### src/rtl/fft_pkg.sv
// Shared constants and types for the FFT front-end.
// Sizes match the FFT_Fixed core configuration.
package fft_pkg;

    localparam int WIDTH_IN = 9;
    localparam int ARRAY_IN = 16;
    localparam int N_POINT  = 512;
    localparam int BEATS    = N_POINT / ARRAY_IN;

    typedef enum logic [1:0] {
        IDLE,
        FEED,
        DRAIN,
        DONE
    } fft_seq_state_t;

    typedef logic signed [WIDTH_IN-1:0] sample_t;

endpackage

### src/rtl/fft_frame_sequencer.sv
// Feeds one frame from the sample buffer into FFT_Fixed
// and tracks its output beats to completion or timeout.
module fft_frame_sequencer #(
    parameter int WIDTH_IN = fft_pkg::WIDTH_IN,
    parameter int ARRAY_IN = fft_pkg::ARRAY_IN,
    parameter int N_POINT  = fft_pkg::N_POINT,
    parameter int ADDR_W   = 5,
    parameter int TIMEOUT  = 1023
) (
    input  logic                         clk,
    input  logic                         rstn,
    input  logic                         start,
    output logic                         mem_rd_en,
    output logic [ADDR_W-1:0]            mem_rd_addr,
    input  logic [ARRAY_IN*WIDTH_IN-1:0] mem_rd_i,
    input  logic [ARRAY_IN*WIDTH_IN-1:0] mem_rd_q,
    output logic                         din_valid,
    output logic [ARRAY_IN*WIDTH_IN-1:0] din_i,
    output logic [ARRAY_IN*WIDTH_IN-1:0] din_q,
    input  logic                         do_en,
    output logic                         busy,
    output logic                         frame_done,
    output logic                         err_timeout,
    output logic                         err_spurious,
    output logic [15:0]                  frame_cnt
);

    localparam int BEATS = N_POINT / ARRAY_IN;
    localparam int BW    = $clog2(BEATS + 1);
    localparam int TW    = $clog2(TIMEOUT + 1);

    fft_pkg::fft_seq_state_t state, state_nxt;

    logic          rd_dly;
    logic [BW-1:0] beat_cnt;
    logic [TW-1:0] to_cnt;
    logic          last_rd;
    logic          feed_end;
    logic          drain_done;
    logic          drain_to;

    assign last_rd    = mem_rd_en && (mem_rd_addr == ADDR_W'(BEATS - 1));
    // din_valid trails rd_dly by one cycle, so this marks the final beat
    assign feed_end   = din_valid && !rd_dly;
    assign drain_done = (beat_cnt == BW'(BEATS))
                     || (do_en && beat_cnt == BW'(BEATS - 1));
    assign drain_to   = !do_en && (to_cnt == TW'(TIMEOUT - 1));

    assign busy       = (state != fft_pkg::IDLE);
    assign frame_done = (state == fft_pkg::DONE);

    always_comb begin
        state_nxt = state;
        unique case (state)
            fft_pkg::IDLE:  if (start) state_nxt = fft_pkg::FEED;
            fft_pkg::FEED:  if (feed_end) state_nxt = fft_pkg::DRAIN;
            fft_pkg::DRAIN: begin
                if (drain_done)    state_nxt = fft_pkg::DONE;
                else if (drain_to) state_nxt = fft_pkg::IDLE;
            end
            fft_pkg::DONE:  state_nxt = fft_pkg::IDLE;
            default:        state_nxt = fft_pkg::IDLE;
        endcase
    end

    always_ff @(posedge clk or negedge rstn) begin
        if (!rstn) begin
            state       <= fft_pkg::IDLE;
            mem_rd_en   <= 1'b0;
            mem_rd_addr <= '0;
        end else begin
            state <= state_nxt;
            if (state == fft_pkg::IDLE && start) begin
                mem_rd_en   <= 1'b1;
                mem_rd_addr <= '0;
            end else if (mem_rd_en) begin
                mem_rd_en   <= !last_rd;
                mem_rd_addr <= mem_rd_addr + 1'b1;
            end
        end
    end

    always_ff @(posedge clk or negedge rstn) begin
        if (!rstn) begin
            rd_dly    <= 1'b0;
            din_valid <= 1'b0;
            din_i     <= '0;
            din_q     <= '0;
        end else begin
            rd_dly    <= mem_rd_en;
            din_valid <= rd_dly;
            if (rd_dly) begin
                din_i <= mem_rd_i;
                din_q <= mem_rd_q;
            end
        end
    end

    // Output beats arriving while still feeding are part of the frame
    always_ff @(posedge clk or negedge rstn) begin
        if (!rstn) begin
            beat_cnt <= '0;
            to_cnt   <= '0;
        end else begin
            if (state == fft_pkg::IDLE)
                beat_cnt <= '0;
            else if (do_en && beat_cnt != BW'(BEATS))
                beat_cnt <= beat_cnt + 1'b1;
            if (state == fft_pkg::DRAIN && !do_en)
                to_cnt <= to_cnt + 1'b1;
            else
                to_cnt <= '0;
        end
    end

    always_ff @(posedge clk or negedge rstn) begin
        if (!rstn) begin
            err_timeout  <= 1'b0;
            err_spurious <= 1'b0;
            frame_cnt    <= '0;
        end else begin
            err_timeout  <= (state == fft_pkg::DRAIN) && !drain_done && drain_to;
            err_spurious <= (state == fft_pkg::IDLE) && do_en;
            if (state == fft_pkg::DONE)
                frame_cnt <= frame_cnt + 16'd1;
        end
    end

endmodule

### config.mk
export PLATFORM = sky130hd
export DESIGN_NAME = fft_frame_sequencer
export DESIGN_NICKNAME = d
export VERILOG_FILES = /design/src/rtl/fft_pkg.sv /design/src/rtl/fft_frame_sequencer.sv
export SDC_FILE = /design/constraint.sdc
export NUM_CORES = 1
export LEC_CHECK = 0
export CAP_MARGIN = 15
export CORE_AREA = 2 2 238 240
export CTS_CLUSTER_DIAMETER = 150
export CTS_CLUSTER_SIZE = 10
export DETAILED_ROUTE_END_ITERATION = 12
export DIE_AREA = 0 0 240 242
export SETUP_SLACK_MARGIN = 0.4
export SLEW_MARGIN = 20
export SYNTH_ARGS = -nofsm -noshare
export SYNTH_HDL_FRONTEND = slang
export SYNTH_SLANG_ARGS = --single-unit
### constraint.sdc
create_clock -name clk -period 2.8 [get_ports clk]
set_clock_uncertainty 0.15 [all_clocks]
set_input_delay 0.28 -clock clk [delete_from_list [all_inputs] [get_ports clk]]
set_output_delay 0.28 -clock clk [all_outputs]
set_load 0.02 [all_outputs]
# Word-level counts from Yosys, hierarchy flattened
# Cells that the tools add are included.
[totals]
ff_bits = 332
in_bits = 292
output_inout_bits = 315
word_cells = 59
[classes]
addsub = 4
eq_ne = 11
n_mux = 12
reduce_logical = 20
[op_table]
columns = ["operator", "count"]
rows = [
  ["16-bit by 1-bit adder with 16-bit output, second input constant", 1],
  ["6-bit two-way mux", 2],
  ["10-bit by 1-bit adder with 10-bit output, second input constant", 1],
  ["10-bit == test, second input constant", 1],
  ["1-bit logical AND", 10],
  ["10-bit two-way mux", 1],
  ["5-bit two-way mux", 2],
  ["2-bit two-way mux", 4],
  ["2-bit one-hot mux with 4 select lines", 1],
  ["6-bit by 1-bit adder with 6-bit output, second input constant", 1],
  ["6-bit by 5-bit == test with 1-bit output, second input constant", 1],
  ["6-bit == test, second input constant", 1],
  ["6-bit inequality test, second input constant", 1],
  ["2-bit nonzero test", 3],
  ["5-bit by 1-bit adder with 5-bit output, second input constant", 1],
  ["5-bit == test, second input constant", 1],
  ["2-bit == test, second input constant", 2],
  ["1-bit zero test", 4],
  ["2-bit inequality test, second input constant", 2],
  ["3-bit inequality test, second input constant", 1],
  ["3-bit AND reduction", 1],
  ["2-bit by 1-bit == test with 1-bit output, second input constant", 1],
  ["2-bit zero test", 1],
  ["1-bit two-way mux", 2],
  ["1-bit logical OR", 1],
]

# Depth between registers and ports, before layout
# Gate-level depths: netlist (run 1).
[logic_depth]
ltp_word = 6
mapped_depth = 6
ltp_nobuf = 6

# Worst setup path before layout (run 1)
# Ideal clock, no wire load.
[synth_timing]
path_type = "flip-flop to flip-flop"
startpoint = "register frame_cnt[0]"
endpoint = "register frame_cnt[14]"
setup_ps = 80
arrival_time_ps = 1689
required_time_ps = 2570
setup_slack_ps = 881
path_stages_with_launch = 6
period_less_slack_ps = 1919
cell_sequence = "dfrtp_1 ha_1 nand4_2 or4_4 nor3_2 xor2_1"
[synth_between]
elab_chain_cells = 1
[synth_rtl]
columns = ["element", "line_no", "text"]
rows = [
  ["from (decl)", "fft_frame_sequencer.sv:25", "output logic [15:0] frame_cnt"],
  ["from (signal assigned)", "fft_frame_sequencer.sv:125", "frame_cnt <= frame_cnt + 16'd1;"],
  ["16-bit by 1-bit adder with 16-bit output", "fft_frame_sequencer.sv:125", ""],
]
# No other way between the ends.
# A chain may end at the register's enable or synchronous reset.

# Worst setup path after layout (run 1)
[layout_timing]
startpoint = "register state[0]"
endpoint = "output port busy"
[layout_between]
elab_chain_cells = 1
[layout_rtl]
columns = ["element", "line_no", "text"]
rows = [
  ["from (decl)", "fft_frame_sequencer.sv:32", "fft_pkg::fft_seq_state_t state, state_nxt;"],
  ["from (signal assigned)", "fft_frame_sequencer.sv:68", "state <= fft_pkg::IDLE;"],
  ["from (signal assigned)", "fft_frame_sequencer.sv:72", "state <= state_nxt;"],
  ["2-bit nonzero test", "fft_frame_sequencer.sv:49", "assign busy = (state != fft_pkg::IDLE);"],
  ["to (decl)", "fft_frame_sequencer.sv:21", "output logic busy,"],
]
# No other way between the ends.

==> results.yml, run 1 <==
synthesis:
  syn_area_um2: 12640
  yosysWarnings: 0
  yosysTopAreaCellShare_pct: 65.75
  synthCells: 794
  synth_seq_area_share_pct: 65.75
  synth_area_leaders: "dfrtp_1 66%, mux2_2 26%, xor2_1 1.0%"
  synth_area_leader_cell: "dfrtp_1"
  syn_area_per_cell_um2: 15.91
  synth-seq-cells: 332
  yosysUniqueCellTypes: 41
  synth_nets: 1093
place:
  gp_congestion: 0.7919
  place.port_buffers: 606
  place_hpwl_um: 29360
  dp.cells: 2134
clocking:
  clkTransAtPathRegs_ns: 0.06
  clock_latency_ns: 0.54
  cts_buffers: 39
  cts.sinks: 332
  cts_root_buf: "clkbuf_16"
  clk_path_buf_depth: 3
  cts_setup_buffers: 0
  cts_tree: "yes"
  htreeDepth: 2
critical_path:
  crit_required_ns: 2.37
  r2r_slack_ns: 0.87
  arrival_ns: 1.81
  timing.rr.start: "frame_cnt[0]"
  cp-end-kind: "output port"
  cp_top_family: "buffers and inverters"
  cp-start-kind: "flip-flop"
  cpMaxStageDelayCell: "clkdlybuf4s50_1"
  reg2reg_to: "frame_cnt[14]"
  crit_buf_inv: 2
  max_stage_delay_ns: 0.61
  criticalPathCategory: "reg -> out"
  r2r_cells: 5
  critPathMaxFanout: 9
  cp_cell_sequence: "nor2_1 -> inv_1 -> clkdlybuf4s50_1"
finish:
  mostFrequentLayoutCells: "604 x clkdlybuf4s50_1, 331 x dfrtp_1, 289 x mux2_2"
  mostFrequentLayoutCell: "clkdlybuf4s50_1"
  diodes: 0
  drive_above_1_share_pct: 24.89
  fin_cells: 2178
  area_delta_synth_final_pct: 64.23
  finalNetCount: 1719
timing:
  post-route-min-period_ns: 2.242
  finalHoldViolCount: 0
  finalSetupTns_ns: 0
  worst_pin_slew_ns: 0.6161
  holdWs_ns: 0.1917
  fmax_ghz: 0.4461
  period_share_pct: 80.06
  rsz0062_at_grt: "false"
  setup_viol: 0
  slew_headroom_pct: 58.93
  slew_viol_final: 0
detailed_routing:
  drc: 0
  wl_per_cell_um: 17.99
  drt_wl_total_um: 39180
  drt-vias-per-instance: 4.035
  vias: 8789
  dr.pass1.iters: 4
  ant_nets: 0
  drtIter0Drc: 261
floorplan:
  die-area_um2: 58080
  chipHeight_um: 242
  core_um2: 55730
  start_util_pct: 22.67
  row_count: 87
  io_pins: 607
  die_w_um: 240
pwr:
  p_int_mw: 7.840
  p_per_area_nw_per_um2: 483.2
  swShare_pct: 21.81
  clock_power_share_pct: 44.9
  comb_power_share_pct: 6.4
  total_power_mw: 10.03
  peakVddDrop_mv: 0.3909
  p_leak_nw: 9.307
  p_switching_mw: 2.187
  power_frac_seq_pct: 48.8
job:
  drv_cap: 0
global_route:
  grt_pass1_wl_um: 59970
  antenna_found_initial: 1
  track_usage_pct: 13.43
  overflow: 0
  grt_max_degree: 75
  grt_pass1_vias: 9823
status:
  status: "completed"
min_path:
  hold_path.class: "in -> async"
## sequential cells by signal, summed over array words and instances (netlist names)
name          flops
state             2
rd_dly            1
to_cnt           10
din_i           144
mem_rd_en         1
din_valid         1
mem_rd_addr       5
err_spurious      1
frame_cnt        16
err_timeout       1
din_q           144
beat_cnt          6
## area by class of cell
| cell class | instances | area, um2 |
|---|---|---|
| Fill cell | 5357 | 34980 |
| Sequential cell | 332 | 8312 |
| Timing Repair Buffer | 623 | 6312 |
| Multi-Input combinational cell | 418 | 4121 |
| Clock buffer | 42 | 1030 |
| Tap cell | 756 | 945.9 |
| Inverter | 6 | 22.52 |
| Clock inverter | 1 | 8.758 |
## worst register-to-register path, delay by kind of cell, from the launching register on
| kind | cells | cell delay, ns |
|---|---|---|
| flip-flops | 1 | 0.42 |
| AND/OR/NAND/NOR | 3 | 0.86 |
| adder cells (fa/ha/maj) | 1 | 0.24 |
| XOR/XNOR | 1 | 0.17 |
## logic make-up (layout without fill, tap and decap cells)
group,count (synthesis),count (layout),share of synthesized area [%]
adders and majority gates,7,7,0.6931
xor gates and xnor gates,28,28,1.941
AOI/OAI and AO/OA,11,11,0.6436
muxes,292,292,25.99
DFF,332,332,65.75
and+or+nand+nor,80,80,3.347
buffers and inverters,44,672,1.634
## metrics by stage
stage	util, %	instance area [um2]	setup WS (ns)
after floorplan	-	12640	0.8814
after global placement	35.36	19710	0.9076
after detailed placement	35.36	19710	0.8729
after CTS	37.24	20750	0.5010
after global routing	37.24	20750	0.4607
final	37.24	20750	0.5584
## cell usage after synthesis (all sizes together)
cell type	number
buf	31
o311a	1
and2b	1
nand2b	2
mux2i	3
mux2	289
nor3	2
dfrtp	332
xnor2	13
nor2	25
nand3	7
or4	2
nor3b	1
xor2	15
or2	1
and2	3
nand2	12
or3	2
nor2b	3
inv	6
o21ai	2
a22o	1
o32ai	1
nand3b	1
and3	1
ha	7
a21oi	3
and4	2
o41a	1
nand4	13
nor4	2
a21o	1
clkbuf	7
a21bo	1
## worst max-delay path by stage
stage,cells after the start,from,end
2_1_floorplan,5,frame_cnt[0],frame_cnt[14]
3_3_place_gp,5,frame_cnt[0],frame_cnt[14]
3_5_place_dp,5,frame_cnt[0],frame_cnt[14]
4_1_cts,3,state[0],busy
5_1_grt,3,state[1],busy
6_report,3,state[0],busy
## layer usage
layer	GRT usage, %	vias to the layer above	part of all wire (%)
met1	15.42	4414	39
met5	0	-	0.033
met2	23.49	295	52
li1	-	4020	-
met3	4.376	58	7.2
met4	4.220	2	2.3
## timing repair
action	4_1_cts	5_1_grt
hold buffers	1	0
endpoints found under the setup margin	1	0
resized for setup	1	0
hold endpoints to repair	65	0
## power by group through the flow
stage / clock, mW / combinational, mW / sequential [mW]
after floorplan: 0 / 0.0963 / 4.97
after global placement: 0 / 0.641 / 4.97
after detailed placement: 0 / 0.650 / 4.98
after CTS: 4.71 / 0.655 / 4.89
after global routing: 4.92 / 0.703 / 4.90
final: 4.50 / 0.637 / 4.89
(Power assumes the default switching activity.)
==> inputs of run 2 (changes only) <==
Settings changed: CORE_AREA 2 2 238 240 to 2 2 239 241, DIE_AREA 0 0 240 242 to 0 0 241 243.
Clock period 2.8 ns to 2.3 ns, I/O delays scaled along.
==> run 2 against run 1 <==
Compared with the run above: sequential power increased by 22%; largest cell class unchanged; power grew 22%; clock-buffer cell count did not move; critical path type unchanged.
==> results.yml, run 2 (synthesis results as in run 1) <==
critical_path:
  cp-end-kind: "output port"
  critPathMaxFanout: 6
  arrival_ns: 1.46
  cp-start-kind: "flip-flop"
  crit_required_ns: 1.92
  worstSetupStartpoint: "state[0]"
  timing.rr.start: "frame_cnt[0]"
  reg2reg_to: "frame_cnt[12]"
  r2r_slack_ns: 0.53
  criticalPathCategory: "reg -> out"
  r2r_cells: 5
global_route:
  overflow: 0
  grt.busiest_layer: "met2"
  globalRouteMet3Util_pct: 3.810
  use_met1_pct: 14.59
  grt_pass1_wl_um: 59020
  antenna_found_initial: 0
  grt_pass1_vias: 9605
  use_met2_pct: 23.72
  grt_max_degree: 58
  track_usage_pct: 13.21
detailed_routing:
  drtIter0Drc: 187
  wl_per_cell_um: 17.88
  ant_nets: 0
  drt_wl_total_um: 39240
  drt-vias-per-instance: 4.031
  dr.pass1.iters: 4
  drc: 0
  vias: 8849
pwr:
  p_int_mw: 9.500
  comb_power_share_pct: 6.4
  p_switching_mw: 2.689
  p_leak_nw: 10.87
  power_frac_seq_pct: 48.9
  clock_power_share_pct: 44.7
  swShare_pct: 22.06
  p_per_area_nw_per_um2: 595.7
  total_power_mw: 12.19
  peakVddDrop_mv: 0.4098
timing:
  worst_pin_slew_ns: 0.4799
  setup_viol: 0
  post-route-min-period_ns: 1.843
  finalHoldViolCount: 0
  rsz0062_at_grt: "false"
  slew_viol_final: 0
  setup_ws_ns: 0.4572
  finalSetupTns_ns: 0
  slew_headroom_pct: 68.01
  period_share_pct: 80.12
  fmax_ghz: 0.5427
floorplan:
  row_count: 87
  start_util_pct: 22.58
  die_w_um: 241
  die-area_um2: 58560
  core_um2: 55950
  chipHeight_um: 243
  io_pins: 607
clocking:
  clk_path_buf_depth: 3
  clock_latency_ns: 0.54
  cts_tree: "yes"
  cts_buffers: 39
  cts_root_buf: "clkbuf_16"
  cts.sinks: 332
  clkTransAtPathRegs_ns: 0.06
  htreeDepth: 2
finish:
  area_delta_synth_final_pct: 61.92
  utilization_pct: 36.57
  drive_above_1_share_pct: 26.41
  reg_top3: "din_i x144, din_q x144, frame_cnt x16"
  mostFrequentLayoutCells: "327 x dfrtp_1, 310 x dlygate4sd2_1, 291 x clkdlybuf4s50_1"
  finalNetCount: 1734
  diodes: 0
  fillCellCount: 5568
  mostFrequentLayoutCell: "dfrtp_1"
job:
  drv_cap: 0
place:
  place.port_buffers: 606
  gp_congestion: 0.7829
  place_hpwl_um: 29990
  dp_slack_ns: 0.4529
min_path:
  hold_path.class: "in -> async"
status:
  status: "completed"
-- run 2: changes by cell type in the layout (fill, tap and decap cells not counted), sizes merged --
| cell | previous run | this run |
|---|---|---|
| clkdlybuf4s50 | 604 | 291 |
| dlygate4sd2 | 1 | 310 |
| buf | 17 | 31 |
| clkbuf | 42 | 45 |
| clkdlybuf4s15 | 0 | 1 |
| clkinv | 0 | 1 |
| dlymetal6s2s | 0 | 1 |
| inv | 7 | 8 |
-- run 2: critical path: stages, from the launching register on --
cell and delay (ns):
dfrtp_2 0.44, nor2_1 0.17, inv_1 0.06, clkdlybuf4s15_2 0.26
-- run 2: layout make-up --
class	count	area, um2	area share, %
Sequential cell	332	8317	40.65
Timing Repair Buffer	638	5983	29.24
Multi-Input combinational cell	418	4149	20.28
Clock buffer	42	1008	4.929
Tap cell	756	945.9	4.623
Clock inverter	3	33.78	0.1651
Inverter	6	22.52	0.1101
-- run 2: repair_timing --
item | CTS | global route
gates resized for setup | 317 | 11
pin swaps | 0 | 3
buffers inserted | 0 | 6
gates cloned | 0 | 0
endpoints found under the hold margin | 332 | 0
setup endpoints to repair | 313 | 13
hold buffers | 1 | 0
-- run 2: layer usage --
layer / vias to the layer above / routed length [um]
met5: - / 0
met4: 0 / 1212
met3: 66 / 2712
met2: 278 / 20670
met1: 4432 / 14640
li1: 4073 / -
-- run 2: how the worst max path moves through the flow --
stage                    end  cells past startpoint
6_report                busy                      3
2_1_floorplan  frame_cnt[14]                      5
3_5_place_dp   frame_cnt[14]                      5
4_1_cts           frame_done                      2
3_3_place_gp   frame_cnt[14]                      5
5_1_grt                 busy                      3
-- run 2: stage by stage --
step                      instance area (um2)  std cells  hold slack [ns]
after floorplan                         12640        794          -0.2156
after global placement                  19730       2143          0.05760
after detailed placement                19730       2143          0.05406
after CTS                               20390       2189          0.06940
after global routing                    20460       2195           0.1026
final                                   20460       2195          0.07497
-- run 2: power by group through the flow --
stage	combinational [mW]	sequential [mW]	clock (mW)
3_5_place_dp	0.794	6.06	0
6_report	0.781	5.96	5.45
3_3_place_gp	0.782	6.05	0
4_1_cts	0.801	5.95	5.70
5_1_grt	0.858	5.96	5.90
2_1_floorplan	0.117	6.04	0
